===== src/rtl/hazard_ctrl.sv =====
`default_nettype none
// +--------------------------------------------------------------------------+
// | hazard_ctrl : forwarding select, load-use stall and branch-penalty FSM.  |
// | Optional HAZARD_STATS_EN adds saturating stall counters.  Rev 1.0        |
// +--------------------------------------------------------------------------+
module hazard_ctrl #(
   parameter int NFWD   = 3,
   parameter int AW     = 5,
   parameter int BR_PEN = 1
) (
   input  logic              clk,
   input  logic              rst,
   input  logic              enable,
   input  logic              dmem_wait,
   input  logic              imem_wait,
   input  logic [NFWD-1:0]   src_we,
   input  logic [NFWD*AW-1:0] src_wa,
   input  logic              ex_memread,
   input  logic [AW-1:0]     rs,
   input  logic [AW-1:0]     rt,
   input  logic              uses_rt,
   input  logic              branch_id,
   output logic              PCWrite,
   output logic              IFIDWrite,
   output logic              Hazard,
   output logic              pipe_en,
   output logic              imem_en,
   output logic [2:0]        fwd_a,
`ifdef HAZARD_STATS_EN
   output logic [15:0]       stat_lu,
   output logic [15:0]       stat_br,
   output logic [15:0]       stat_wait,
`endif
   output logic [2:0]        fwd_b
);

   typedef enum logic {RUN = 1'b0, BRANCH = 1'b1} state_t;

   state_t        state_q, state_d;
   logic [2:0]    cnt_q, cnt_d;
   logic          w_lu;
   logic          w_mem_wait;
   logic [AW-1:0] w_ex_wa;

   assign w_ex_wa    = src_wa[AW-1:0];
   assign w_mem_wait = dmem_wait | imem_wait;
   assign w_lu       = ex_memread && src_we[0] && (w_ex_wa != '0) &&
                       ((w_ex_wa == rs) || (uses_rt && (w_ex_wa == rt)));

   // Scan oldest to youngest so the youngest matching source wins.
   always_comb begin
      fwd_a = 3'd0;
      fwd_b = 3'd0;
      for (int i = NFWD - 1; i >= 0; i--) begin
         if (src_we[i] && (src_wa[i*AW +: AW] == rs) && (rs != '0))
            fwd_a = 3'(i + 1);
         if (uses_rt && src_we[i] && (src_wa[i*AW +: AW] == rt) && (rt != '0))
            fwd_b = 3'(i + 1);
      end
   end

   always_comb begin
      state_d   = state_q;
      cnt_d     = cnt_q;
      PCWrite   = 1'b0;
      IFIDWrite = 1'b0;
      pipe_en   = 1'b0;
      imem_en   = 1'b0;
      Hazard    = (state_q == BRANCH);
      if (rst) begin
         Hazard = 1'b0;
      end else if (!enable) begin
         Hazard = (state_q == BRANCH);
      end else if (w_mem_wait) begin
         imem_en = !dmem_wait;
      end else if (state_q == BRANCH) begin
         Hazard  = 1'b1;
         pipe_en = 1'b1;
         PCWrite = (cnt_q == 3'd1);
         imem_en = (cnt_q == 3'd1);
         if (cnt_q <= 3'd1) begin
            cnt_d   = 3'd0;
            state_d = RUN;
         end else begin
            cnt_d = cnt_q - 3'd1;
         end
      end else if (w_lu) begin
         Hazard  = 1'b1;
         pipe_en = 1'b1;
      end else if (branch_id) begin
         IFIDWrite = 1'b1;
         pipe_en   = 1'b1;
         state_d   = BRANCH;
         cnt_d     = 3'(BR_PEN);
      end else begin
         PCWrite   = 1'b1;
         IFIDWrite = 1'b1;
         pipe_en   = 1'b1;
         imem_en   = 1'b1;
         Hazard    = 1'b0;
      end
   end

   always_ff @(posedge clk) begin
      if (rst) begin
         state_q <= RUN;
         cnt_q   <= 3'd0;
      end else begin
         state_q <= state_d;
         cnt_q   <= cnt_d;
      end
   end

`ifdef HAZARD_STATS_EN
   logic        w_active;
   logic [15:0] stat_lu_q, stat_lu_d;
   logic [15:0] stat_br_q, stat_br_d;
   logic [15:0] stat_wait_q, stat_wait_d;

   assign w_active = !rst && enable;

   // Counters stick at all-ones instead of wrapping.
   always_comb begin
      stat_lu_d   = stat_lu_q;
      stat_br_d   = stat_br_q;
      stat_wait_d = stat_wait_q;
      if (w_active && w_mem_wait && (stat_wait_q != 16'hFFFF))
         stat_wait_d = stat_wait_q + 16'd1;
      if (w_active && !w_mem_wait && (state_q == BRANCH) && (stat_br_q != 16'hFFFF))
         stat_br_d = stat_br_q + 16'd1;
      if (w_active && !w_mem_wait && (state_q == RUN) && w_lu && (stat_lu_q != 16'hFFFF))
         stat_lu_d = stat_lu_q + 16'd1;
   end

   always_ff @(posedge clk) begin
      if (rst) begin
         stat_lu_q   <= 16'd0;
         stat_br_q   <= 16'd0;
         stat_wait_q <= 16'd0;
      end else begin
         stat_lu_q   <= stat_lu_d;
         stat_br_q   <= stat_br_d;
         stat_wait_q <= stat_wait_d;
      end
   end

   assign stat_lu   = stat_lu_q;
   assign stat_br   = stat_br_q;
   assign stat_wait = stat_wait_q;
`endif

endmodule
`default_nettype wire

===== config.mk =====
export PLATFORM = sky130hd
export DESIGN_NAME = hazard_ctrl
export DESIGN_NICKNAME = d
export VERILOG_FILES = /design/src/rtl/hazard_ctrl.sv
export SDC_FILE = /design/constraint.sdc
export NUM_CORES = 1
export LEC_CHECK = 0
export ABC_AREA = 1
export BUFFER_PORTS_ARGS = -buffer_cell sky130_fd_sc_hd__buf_2
export CAP_MARGIN = 15
export CORE_MARGIN = 2
export CORE_UTILIZATION = 40
export CTS_CLUSTER_DIAMETER = 200
export DETAILED_ROUTE_END_ITERATION = 8
export GPL_TIMING_DRIVEN = 0
export HOLD_SLACK_MARGIN = 0.06
export PLACE_DENSITY = 0.72
export SLEW_MARGIN = 20
export SYNTH_ARGS = -nofsm -noshare
export SYNTH_HDL_FRONTEND = slang
export SYNTH_SLANG_ARGS = --single-unit

===== constraint.sdc =====
create_clock -name clk -period 1.8 [get_ports clk]
set_input_delay 0.36 -clock clk [delete_from_list [all_inputs] [get_ports clk]]
set_output_delay 0.36 -clock clk [all_outputs]
set_load 0.02 [all_outputs]

; Word level (Yosys, flattened, before mapping)
; Index checks and enable logic that the tools add are counted.
; W data, S select, Z words.
[word_totals]
regBits = 4
out_inout_bits = 11
[classes]
n_lt_le_gt_ge = 1
n_eq_ne = 8
bitwise = 2
n_mux = 36
n_reduce_logical = 27
addsub = 1
[op_table]
columns = op, n
row1 = $eq A5 B5 Y1, 6
row2 = $mux W1, 26
row3 = $logic_and A1 B1 Y1, 19
row4 = $mux W3, 5
row5 = $reduce_bool A5 Y1, 3
row6 = $mux W2, 5
row7 = $reduce_and A4 Y1, 1
row8 = $eq A3 B1 Y1 const B, 1
row9 = $le A3 B1 Y1 const B, 1
row10 = $sub A3 B1 Y3 const B, 1
row11 = $ne A2 B2 Y1 const B, 1
row12 = $reduce_and A2 Y1, 1
row13 = $reduce_bool A2 Y1, 1
row14 = $logic_not A1 Y1, 1
row15 = $logic_or A1 B1 Y1, 1
row16 = $not A1 Y1, 1
row17 = $or A1 B1 Y1, 1

; Depth between registers and ports, before layout
[logic_depth]
word_depth = 9
depth_mapped = 11
ltp_nobuf = 11

; Least setup slack after synthesis
; No wires, ideal clock.
[synth_path]
path_type = input to output
start = in imem_wait
end = out Hazard
arrival_time_ns = 1.394
required_ns = 1.440
path_buffers = 0
path_slack_ns = 0.046
path_stages = 5
path_cell_list = nor2_1 -> nand2_1 -> nor2_1 -> inv_1 -> o22ai_1
[synth_between]
elab_chain_cells = 4
[synth_rtl]
columns = item, line
row1 = "start, declared", 15  ; input logic imem_wait,
row2 = $or A1 B1 Y1, 46  ; assign w_mem_wait = dmem_wait | imem_wait;
row3 = $mux W1, 74  ; end else if (w_mem_wait) begin
row4 = $mux W1, 72  ; end else if (!enable) begin
row5 = $mux W1, 70  ; if (rst) begin
row6 = "end, declared", 25  ; output logic Hazard,
; No other way between the ends.

; Worst setup path after layout
[layout_path]
start = in rt[0]
end = out fwd_b[1]
[layout_between]
elab_chain_cells = 6
elab_cells_between_ends = 13
[layout_rtl]
columns = item, line
row1 = "start, declared", 20  ; input logic [AW-1:0] rt,
row2 = $eq A5 B5 Y1, 57  ; if (uses_rt && src_we[i] && (src_wa[i*AW +: AW] == rt) && (rt != '0))
row3 = $logic_and A1 B1 Y1 (2 in series), 57
row4 = $mux W2 (2 in series), 57
row5 = $mux W3 (*), 57
row6 = "end, declared", 34  ; output logic [2:0] fwd_b
; Every way passes the cells marked *; elsewhere a longest branch is shown, timed or not.

==> flow_summary.yaml <==
detailed_routing:
  avgViaCountPerCell: 5.20
  drt_iter0_markers: 55
  remaining_drc_errors: 0
  first_pass_iters: 4
  antenna_left: 0
  num_vias: 1322
  wl_um: 3000
  wl_per_cell_um: 11.8
timing:
  fmax_mhz: 575
  setup_viol: 0
  period_needed_ns: 1.74
  finalMaxSlewViolations: 0
  finalCritPeriodShare: 0.966
  finalClockSkew_ns: 0.000619
  whs_ns: 0.372
  rsz0062_at_grt: "yes"
  finalHoldViolCount: 0
clock_tree:
  h-tree-depth: 1
  hold_buffers: 0
  ctsRootBufferMaster: "clkbuf_4"
  path_clk_slew_ns: 0.04
  clock-sinks: 4
  clockBufferDepth: 2
  tritoncts.num_buffers: 3
  clkLatencyLatePin_ns: 0.24
  cts_tree: "done"
yosys:
  synth_area_um2: 901
  synth-xor-area-share: 0.0583
  ys_top_cells_by_area: "nand2_1, inv_1, dfxtp_1"
  synth.distinct_cells: 31
  netlist.top_cell.by_area: "nand2_1"
  yosysMostFrequentCell: "nand2_1"
  async_reset_ff_frac: 0
  synthAdderAreaFrac: 0.0278
  synthMuxAreaShare: 0
  yosysWarnings: 0
  synth_edf_count: 0
  ys_ff_latch: 4
  synth_top_area_frac: 0.246
  synth_common_cells: "nand2_1, inv_1, nor2_1"
  synthFlopType: "dfxtp_1"
  netlist_instances: 175
  post_synth_and_or_nand_nor_area_fraction: 0.525
  ys_seq_area_frac: 0.0889
  avgSynthCellArea_um2: 5.15
  synth_top_family_by_area: "simple AND/OR/NAND/NOR gates"
  synth_compound_area_frac: 0.144
setup_path:
  cp_top_family: "simple AND/OR/NAND/NOR gates"
  end_kind: "output port"
  worstPathRequired_ns: 1.44
  critical_path_class: "in -> out"
  rr_worst_depth: 6
  path_buf_inv: 4
  path_cells: "buf_6 > inv_2 > nand2_1 > nand2_1 > nor2_1 > nand3_1 > or3_4 > nand2_2 > inv_2 > buf_6"
  cp_data_arrival_time_ns: 1.38
  critPathMaxStageDelay_ns: 0.35
  start_kind: "input port"
  worst-path-stages: 10
  slowest_stage: "or3_4"
  critPathMaxFanout: 4
die:
  die_height_um: 51.5
  fp.dieArea_um2: 2650
  die_w_um: 51.5
  fp.coreArea_um2: 2170
  start_util: 0.415
  io_pins: 47
  rows: 17
global_routing:
  grt_max_degree: 9
  overflow: 0
  grt_util_all_layers: 0.222
  grt_pass1_wl_um: 4560
  antenna_found_initial: 0
  grt_pass1_vias: 1125
power:
  power_density_nw_per_um2: 333
  p_leak_uw: 0.000740
  clkPwrFrac: 0.240
  p_seq_frac: 0.193
  finalPower_uw: 483
  irDropWorstVdd_uv: 359
  internal-power_uw: 295
  combPwrFrac: 0.567
  p_switching_uw: 188
  p_sw_frac: 0.389
place:
  gp_congestion: 0.914
  portBuffers: 44
  dp_hpwl_um: 2240
cells_and_area:
  fillers: 206
  seqCellArea_um2: 80.1
  drive_above_1_share: 0.403
  antenna_cells: 0
  fin_nets: 266
  final_util: 0.667
  syn_to_final_growth_pct: 60.7
  multi_input_area_um2: 756
flow_run:
  drv_cap: 0
status:
  status: "finished clean"
min_path:
  hold_depth: 2
  hp-class: "in -> reg"
final cells by class:
class                   instances  area share
repair buffers                 47       0.275
multi-input cells             138       0.522
flip-flops and latches          4      0.0553
plain buffers                   3      0.0138
well taps                      28      0.0242
inverters                      31      0.0942
clock buffers                   3      0.0156
state kept, by name, indices dropped and copies added (netlist names):
name	count
cnt_q	3
state_q	1
repair_timing:
item | CTS | global route
pin swaps | 10 | 22
gates resized for setup | 33 | 47
gates cloned | 0 | 0
setup buffers | 2 | 1
setup endpoints to repair | 6 | 7
kinds of logic (layout without fill, tap and decap cells):
kind of cell / Yosys count / in the layout
and+or+nand+nor: 108 / 108
buffers and inverters: 34 / 84
AOI/OAI and AO/OA: 20 / 20
xor gates and xnor gates: 6 / 6
DFF: 4 / 4
adders and majority gates: 2 / 2
other: 1 / 2
per-stage QoR:
stage	cell area [um^2]	TNS (ns)	cells	setup WS (ns)
5_1_grt	1450	-0.0938	254	-0.0472
3_5_place_dp	1160	-0.320	248	-0.0888
2_1_floorplan	905	0	176	0.0461
3_3_place_gp	1160	-0.342	248	-0.0745
6_report	1450	0	254	0.0612
4_1_cts	1300	-0.00622	253	-0.00622
worst reg2reg max path, delay by kind of cell, from the launching register on:
kind	cells	cell delay, ns
compound gates	2	0.41
simple gates	2	0.40
flops	1	0.37
fa+ha+maj	1	0.20
buf+inv	1	0.06
layer usage:
metal  up-vias  routed length (um)  GRT usage
met2        84                1390      0.385
met4         0                  44     0.0307
met1       571                1300      0.298
met5         -                   0          0
met3         9                 254     0.0263
li1        658                   -          -
worst paths after layout:
check / end / slack [ns] / start
max reg2reg: cnt_q[2] / 0.28 / cnt_q[0]
max: fwd_b[1] / 0.06 / rt[0]
min reg2reg: cnt_q[2] / 0.50 / cnt_q[2]
min: cnt_q[0] / 0.37 / rst
cell usage in the layout, fill, tap and decap left out, types with 2 or more instances in the layout:
| cell | instances |
|---|---|
| buf_2 | 20 |
| inv_1 | 15 |
| nor2_2 | 3 |
| buf_4 | 10 |
| buf_6 | 12 |
| nand2_2 | 10 |
| xnor2_1 | 6 |
| dfxtp_1 | 4 |
| o22ai_1 | 3 |
| nand2_1 | 50 |
| nor3_2 | 3 |
| conb_1 | 2 |
| inv_2 | 9 |
| nand4_1 | 3 |
| a21oi_1 | 6 |
| buf_8 | 5 |
| clkbuf_4 | 4 |
| o21ai_0 | 2 |
| o211ai_1 | 3 |
| nor2_1 | 18 |
| nand3_1 | 13 |
| ha_1 | 2 |
| inv_4 | 6 |
power by group through the flow:
stage	clock (uW)	combinational [uW]	sequential (uW)
2_1_floorplan	0	120	94.0
3_3_place_gp	0	205	94.4
3_5_place_dp	0	206	94.4
4_1_cts	115	233	93.0
5_1_grt	124	299	93.1
6_report	116	274	93.0
(Power assumes the default switching activity.)
